--- config.mk ---
export PLATFORM = sky130hd
export DESIGN_NAME = nios_system_cpu_mul_seq
export DESIGN_NICKNAME = d
export VERILOG_FILES = /design/src/rtl/nios_system_cpu_mul_seq.sv
export SDC_FILE = /design/constraint.sdc
export NUM_CORES = 1
export LEC_CHECK = 0
export CORE_ASPECT_RATIO = 0.8
export CORE_UTILIZATION = 57
export CTS_CLUSTER_DIAMETER = 60
export CTS_CLUSTER_SIZE = 28
export DETAILED_ROUTE_END_ITERATION = 8
export PLACE_DENSITY = 0.82
export SLEW_MARGIN = 10
export SYNTH_ARGS = -nofsm -noshare
export SYNTH_HDL_FRONTEND = slang
export SYNTH_SLANG_ARGS = --single-unit
--- constraint.sdc ---
create_clock -name clk -period 5.5 [get_ports clk]
set_input_delay 0.825 -clock clk [delete_from_list [all_inputs] [get_ports clk]]
set_output_delay 0.825 -clock clk [all_outputs]
set_load 0.005 [all_outputs]
--- src/rtl/nios_system_cpu_mul_seq.sv ---
`default_nettype none
// ============================================================================
// Module   : nios_system_cpu_mul_seq
// Purpose  : Multi-cycle multiply sequencer for the CPU multiply cell. It
//            splits 32-bit operands into 16-bit halves. It issues four
//            zero-extended partial products through a registered 32x32 cell,
//            and builds the 64-bit product from the returned low words. It
//            then returns the low word (mul) or the high word
//            (mulxuu/mulxsu/mulxss) to M-stage writeback.
// Ports    : clk, reset       - clock, synchronous active-high reset
//            start, op        - request (sampled in IDLE), operation select
//            src_a, src_b     - operands, captured when start is accepted
//            busy, done       - in-progress flag, one-cycle completion pulse
//            result           - selected product word, held until next done
//            cell_src1/2      - operands driven to the multiply cell
//            cell_result      - low 32 bits of cell product, CELL_LATENCY later
// Revision : 1.0 - initial release
// ============================================================================
module nios_system_cpu_mul_seq #(
    parameter int CELL_LATENCY = 1
) (
    input  logic        clk,
    input  logic        reset,
    input  logic        start,
    input  logic [1:0]  op,
    input  logic [31:0] src_a,
    input  logic [31:0] src_b,
    output logic        busy,
    output logic        done,
    output logic [31:0] result,
    output logic [31:0] cell_src1,
    output logic [31:0] cell_src2,
    input  logic [31:0] cell_result
);

    localparam logic [2:0] c_st_idle    = 3'd0;
    localparam logic [2:0] c_st_issue   = 3'd1;
    localparam logic [2:0] c_st_wait    = 3'd2;
    localparam logic [2:0] c_st_correct = 3'd3;
    localparam logic [2:0] c_st_done    = 3'd4;

    localparam logic [1:0] c_op_mul    = 2'b00;
    localparam logic [1:0] c_op_mulxuu = 2'b01;
    localparam logic [1:0] c_op_mulxsu = 2'b10;
    localparam logic [1:0] c_op_mulxss = 2'b11;

    localparam logic [1:0] c_wait_last = 2'(CELL_LATENCY - 1);

    logic [2:0]                   r_state;
    logic [31:0]                  r_a;
    logic [31:0]                  r_b;
    logic [1:0]                   r_op;
    logic [1:0]                   r_issue_cnt;
    logic [1:0]                   r_wait_cnt;
    logic [63:0]                  r_acc;
    logic [31:0]                  r_result;
    // Each issued partial product carries a valid bit and its index through
    // a pipe matching the cell latency, so the accumulator only ever takes
    // cell_result when a real partial product is arriving.
    logic [CELL_LATENCY-1:0]      r_tag_vld;
    logic [CELL_LATENCY-1:0][1:0] r_tag_idx;

    logic        w_issue;
    logic        w_tag_hit;
    logic [1:0]  w_tag_idx;
    logic [63:0] w_addend;
    logic [31:0] w_corr;
    logic [31:0] w_sel;

    assign w_issue   = (r_state == c_st_issue);
    assign w_tag_hit = r_tag_vld[CELL_LATENCY-1];
    assign w_tag_idx = r_tag_idx[CELL_LATENCY-1];

    assign busy   = (r_state == c_st_issue) || (r_state == c_st_wait) ||
                    (r_state == c_st_correct);
    assign done   = (r_state == c_st_done);
    assign result = r_result;

    // Issue order: ll, lh, hl, hh; zero outside ISSUE.
    always_comb begin
        cell_src1 = 32'h0;
        cell_src2 = 32'h0;
        if (w_issue) begin
            case (r_issue_cnt)
                2'd0: begin
                    cell_src1 = {16'h0, r_a[15:0]};
                    cell_src2 = {16'h0, r_b[15:0]};
                end
                2'd1: begin
                    cell_src1 = {16'h0, r_a[15:0]};
                    cell_src2 = {16'h0, r_b[31:16]};
                end
                2'd2: begin
                    cell_src1 = {16'h0, r_a[31:16]};
                    cell_src2 = {16'h0, r_b[15:0]};
                end
                default: begin
                    cell_src1 = {16'h0, r_a[31:16]};
                    cell_src2 = {16'h0, r_b[31:16]};
                end
            endcase
        end
    end

    // Weight of the returning partial product by its index.
    always_comb begin
        case (w_tag_idx)
            2'd0:    w_addend = {32'h0, cell_result};
            2'd1,
            2'd2:    w_addend = {16'h0, cell_result, 16'h0};
            default: w_addend = {cell_result, 32'h0};
        endcase
    end

    // The accumulator holds the unsigned product. Signed high words subtract
    // the other operand for each negative operand (two's-complement identity
    // A_s = A_u - 2^32*A[31]).
    always_comb begin
        w_corr = 32'h0;
        case (r_op)
            c_op_mulxss: w_corr = (r_a[31] ? r_b : 32'h0) + (r_b[31] ? r_a : 32'h0);
            c_op_mulxsu: w_corr = r_a[31] ? r_b : 32'h0;
            c_op_mulxuu: w_corr = 32'h0;
            default:     w_corr = 32'h0;
        endcase
        w_sel = (r_op == c_op_mul) ? r_acc[31:0] : (r_acc[63:32] - w_corr);
    end

    always_ff @(posedge clk) begin
        if (reset) begin
            r_state     <= c_st_idle;
            r_a         <= 32'h0;
            r_b         <= 32'h0;
            r_op        <= 2'b00;
            r_issue_cnt <= 2'd0;
            r_wait_cnt  <= 2'd0;
            r_acc       <= 64'h0;
            r_result    <= 32'h0;
            r_tag_vld   <= '0;
            r_tag_idx   <= '0;
        end else begin
            r_tag_vld[0] <= w_issue;
            r_tag_idx[0] <= r_issue_cnt;
            for (int i = 1; i < CELL_LATENCY; i++) begin
                r_tag_vld[i] <= r_tag_vld[i-1];
                r_tag_idx[i] <= r_tag_idx[i-1];
            end

            if (w_tag_hit) begin
                r_acc <= r_acc + w_addend;
            end

            case (r_state)
                c_st_idle: begin
                    if (start) begin
                        r_a         <= src_a;
                        r_b         <= src_b;
                        r_op        <= op;
                        r_acc       <= 64'h0;
                        r_issue_cnt <= 2'd0;
                        r_state     <= c_st_issue;
                    end
                end
                c_st_issue: begin
                    r_issue_cnt <= r_issue_cnt + 2'd1;
                    if (r_issue_cnt == 2'd3) begin
                        r_wait_cnt <= 2'd0;
                        r_state    <= c_st_wait;
                    end
                end
                c_st_wait: begin
                    r_wait_cnt <= r_wait_cnt + 2'd1;
                    if (r_wait_cnt == c_wait_last) begin
                        r_state <= c_st_correct;
                    end
                end
                c_st_correct: begin
                    r_result <= w_sel;
                    r_state  <= c_st_done;
                end
                default: begin
                    r_state <= c_st_idle;
                end
            endcase
        end
    end

endmodule
`default_nettype wire

; Yosys cells after proc, flatten, opt, wreduce, memory -nomap -nowiden
; Cells that the tools add are included.
; W data, S select, Z words.
[totals]
ff_bits = 172
inputBits = 101
output_inout_bits = 98
word_cells = 65
[classes]
n_addsub = 5
n_eq_ne = 14
muxes = 20
reduce_logical = 16
[op_table]
columns = op, n
row1 = $mux W64, 3
row2 = $pmux W64 S2, 1
row3 = $mux W32, 3
row4 = $add A64 B64 Y64, 1
row5 = $mux W16, 4
row6 = $pmux W32 S2, 1
row7 = $add A32 B32 Y32, 1
row8 = $sub A32 B32 Y32, 1
row9 = $pmux W3 S4, 1
row10 = $eq A2 B2 Y1 const B, 5
row11 = $mux W3, 3
row12 = $logic_not A2 Y1, 4
row13 = $pmux W2 S2, 2
row14 = $eq A3 B2 Y1 const B, 2
row15 = $reduce_and A2 Y1, 3
row16 = $reduce_or A2 Y1, 3
row17 = $add A2 B1 Y2 const B, 2
row18 = $eq A2 B1 Y1 const B, 2
row19 = $mux W2, 2
row20 = $ne A2 B1 Y1 const B, 2
row21 = $reduce_bool A2 Y1, 2
row22 = $eq A3 B1 Y1 const B, 1
row23 = $eq A3 B3 Y1 const B, 1
row24 = $logic_not A3 Y1, 1
row25 = 3 further kinds, 4

; Depth between registers and ports, before layout
[logic_depth]
ltp_word = 7
depth_mapped = 28
depth_no_buf = 27

; Least setup slack after synthesis
; No wires, ideal clock.
[synth_path]
path_type = reg-to-reg
start = register r_a[31]
end = register r_result[28], in the netlist result[28]
setup_time_ps = 86
arrival_ps = 4921
required_ps = 5414
path_slack_ps = 494
stages_incl_launch_ff = 29
n_path_buf = 1
synth_period_minus_slack_ps = 5006
path_cell_list = dfxtp_1 -> clkbuf_1 -> and2_1 -> ha_1 -> inv_1 -> fa_1 -> nor2b_1 -> o21ai_1 -> a21boi_1 -> o21a_1 -> o2111ai_1 -> a21oi_1 -> a21oi_1 -> nor2_1 -> nor2_1 -> xnor2_1 -> a22oi_1 -> ha_1 -> and2_1 -> nand4_1 -> or4_1 -> o31ai_1 -> o41ai_1 -> o211ai_1 -> o211ai_1 -> o21bai_1 -> xor2_1 -> nand2_1 -> a211oi_1
[synth_between]
elab_chain_cells = 5
[synth_rtl]
columns = item, line
row1 = start: declaration, 50  ; logic [31:0] r_a;
row2 = start signal: assignment, 156  ; r_a <= src_a;
row3 = $mux W32 (*), "121, 122"
row4 = $add A32 B32 Y32, 121  ; c_op_mulxss: w_corr = (r_a[31] ? r_b : 32'h0) + (r_b[31] ? r_a : 32'h0);
row5 = $pmux W32 S2 (*), 120  ; case (r_op)
row6 = $sub A32 B32 Y32 (*), 126  ; w_sel = (r_op == c_op_mul) ? r_acc[31:0] : (r_acc[63:32] - w_corr);
row7 = $mux W32 (*), 126
row8 = end signal: assignment, 178  ; r_result <= w_sel;
row9 = end: declaration, 56  ; logic [31:0] r_result;
; Mark *: on every way between the ends. The rest lies on a longest branch, timed or not.
; A chain may end at the register's enable or synchronous reset.

; Worst setup path in the final report
[layout_path]
start = register r_b[31]
end = register r_result[28], in the netlist result[28]
[layout_between]
elab_chain_cells = 5
[layout_rtl]
columns = item, line
row1 = start: declaration, 51  ; logic [31:0] r_b;
row2 = start signal: assignment, 157  ; r_b <= src_b;
row3 = $mux W32, 121
row4 = $add A32 B32 Y32, 121
row5 = $pmux W32 S2, 120
row6 = $sub A32 B32 Y32, 126
row7 = $mux W32, 126
; Every way passes these cells.

==> qor.yml <==
status: "finished clean"
floorplan.initialDensity_pct: 58.5
ys_ff_latch: 172
core_um2: 25500
post-route-period-util_pct: 96.0
critical_path_class: "reg2reg"
whs_endpoint: "r_a[13]"
critPathRequiredTime_ns: 5.86
max_freq_mhz: 189
min_from: "r_a[13]"
min_path_cells: 2
dp.cells: 2476
start_kind: "flop"
port_buffers: 166
preCtsSetupSlack_ns: 0.142
hold_path.class: "reg2reg"
min_period_ns: 5.28
diodes: 0
ant_nets: 0
synth_cell_types: 68
p_total_mw: 3.27
synthTopCellsByArea: "dfxtp_1 (23%), ha_1 (11%), nand2_1 (8.3%)"
synth_xor_xnor_area_share_pct: 6.22
gp_congestion: 1.00
whs_ns: 0.477
synthAdderAreaFrac_pct: 11.9
synth-simple-area-share_pct: 22.5
cts-root-buf: "clkbuf_16"
synth_edf_count: 0
cts_tree: "built"
postCtsHoldBufs: 0
yosys.area.top_type: "dfxtp_1"
finalHoldViolations: 0
synth_commonest_cells: "nand2_1 (329), a21oi_1 (246), nor2_1 (173), dfxtp_1 (172), ha_1 (137)"
setup_ws_ns: 0.219
drt-vias-per-instance: 6.16
ys.flop_type: "dfxtp_1"
drt_iter0_drc: 1681
yosys.cell_count.top_type: "nand2_1"
wl_per_cell_um: 20.8
die_w_um: 183
yosysWarnings: 0
num_rows: 52
crit_arrival_ns: 5.64
io_pins: 199
crit_path_end_kind: "flop"
ir_worst_vdd_uv: 218
syn_avg_cell_area_um2: 7.30
yosys.area.top_type_share_pct: 23.1
muxShareOfSynthArea_pct: 2.70
die_area_um2: 26800
cts.sinks: 172
insertion_delay_ns: 0.46
cts.clk_slew.worst_paths_ns: 0.08
numCtsBuffers: 17
r2r-end: "result[28]"
maxCapViolations: 0
yosysSeqAreaShare_pct: 23.1
overflow: 0
final_cell_count_no_fill: 2509
synth_top_family_by_area: "compound AO/OA/AOI/OAI gates"
skew_ns: 0.0170
maxSlewViolCount: 0
grt_usage_pct: 38.1
grt_pass1_wl_um: 78600
crit_fanout: 25
synthCells: 2043
cts.path.max_buffers: 2
crit-reg2reg-launch: "r_b[31]"
grt_max_degree: 68
area_delta_synth_final_pct: 16.6
syn_area_um2: 14900
r2r_cells: 25
drcViolationCount: 0
drtPass1Iterations: 6
die_h_um: 147
slew_headroom_pct: 20.4
synth-compound-area-share_pct: 27.9
tightest_slew_ns: 1.19
antenna_found_initial: 4
place_hpwl_um: 41300
power_leakage_nw: 7.49
grt_pass1_vias: 13700
final_util_pct: 68.2
nets: 2386
wl_um: 52200
r2r_setup_slack_ns: 0.22
htreeDepth: 4
asyncSetResetFlopFracSynth_pct: 0
p_per_area_nw_per_um2: 188
layout-drive-gt1-share_pct: 5.14
num_vias: 15500
tns_ns: 0
final-setup-viol-count: 0
design_area_um2: 17400
placed_cell_area_um2: 16800
-- report_power, final --
group / switching [mW] / internal (mW) / leakage (nW)
Combinational: 0.415 / 0.277 / 5.80
Clock: 0.611 / 0.618 / 0.282
Sequential: 0.0623 / 1.29 / 1.40
-- final cells by class --
class / count / area (um2)
Multi-Input combinational cell: 1710 / 10800
Fill cell: 2319 / 8110
Sequential cell: 172 / 3450
Timing Repair Buffer: 204 / 1960
Clock buffer: 18 / 439
Tap cell: 351 / 439
Inverter: 40 / 150
Clock inverter: 14 / 145
-- placed cells by master (no fill, tap or decap), types with 6 or more instances in the layout --
| cell | instances |
|---|---|
| nand2_1 | 329 |
| a21oi_1 | 243 |
| nor2_1 | 170 |
| dfxtp_1 | 168 |
| clkdlybuf4s50_1 | 165 |
| ha_1 | 137 |
| and2_1 | 98 |
| a21o_1 | 77 |
| xnor2_1 | 63 |
| xor2_1 | 43 |
| o21ai_0 | 39 |
| inv_1 | 39 |
| mux2i_1 | 38 |
| buf_4 | 38 |
| o21ai_1 | 37 |
| a22o_1 | 34 |
| conb_1 | 32 |
| a211oi_1 | 29 |
| o21a_1 | 26 |
| nand4_1 | 25 |
| o21bai_1 | 25 |
| nand3_1 | 25 |
| a22oi_1 | 24 |
| nor3_1 | 23 |
| a31oi_1 | 17 |
| clkbuf_16 | 17 |
| nor2b_1 | 15 |
| nand2b_1 | 12 |
| o211ai_1 | 11 |
| or3_1 | 9 |
| a31o_2 | 9 |
| a311oi_1 | 9 |
| o31ai_1 | 8 |
| nor4_1 | 6 |
| and3_1 | 6 |
-- kinds of logic (layout without fill, tap and decap cells) --
kind of cell	count (synthesis)	in the layout
adder cells (fa/ha/maj)	140	140
AND/OR/NAND/NOR	744	744
XOR/XNOR	106	106
buffers and inverters	192	276
AO/OA/AOI/OAI	648	648
flip-flops	172	172
multiplexers	40	40
other	1	32
-- repair_timing --
item | CTS | global route
resized for setup | 0 | 15
buffers inserted | 0 | 1
setup endpoints to repair | 0 | 12
-- sequential cells by signal (all words and copies together) (netlist names) --
name         cells
r_state          3
r_a             32
r_tag_idx        2
r_tag_vld        1
r_issue_cnt      2
r_acc           64
r_op             2
r_wait_cnt       2
r_b             32
result          32
-- worst max-delay path by stage --
stage             from    endpoint  slack [ns]  cells after the start
5_1_grt        r_b[31]  result[28]       -0.04                     25
4_1_cts        r_a[31]  result[31]        0.03                     25
3_3_place_gp   r_a[31]  result[28]        0.24                     28
3_5_place_dp   r_a[31]  result[31]        0.14                     25
6_report       r_b[31]  result[28]        0.22                     25
2_1_floorplan  r_a[31]  result[28]        0.49                     28
-- worst max-delay path: stages, from the launching register on --
cell and delay (ns):
dfxtp_4 0.38, buf_4 0.21, and2_1 0.18, ha_1 0.35
a21o_1 0.18, a21oi_1 0.18, nor3b_1 0.39, a21oi_2 0.11
a21oi_2 0.28, nor2_1 0.08, nor2_1 0.12, xnor2_1 0.14
a22oi_1 0.09, ha_1 0.32, and2_4 0.15, nand4_1 0.18
or4_4 0.55, o31ai_1 0.12, o41ai_1 0.11, buf_4 0.15
o211ai_1 0.16, o211ai_1 0.14, o21bai_1 0.19, xor2_1 0.15
nand2_1 0.06, a211oi_1 0.21
-- per-layer routing --
layer	share of wire, %	wire (um)	track usage (%)
met3	12	6380	11.4
met5	0.042	22	0
met4	2.5	1320	10.8
met2	41	21200	54.0
met1	45	23300	55.3
Power figures use the tool's default switching activity.
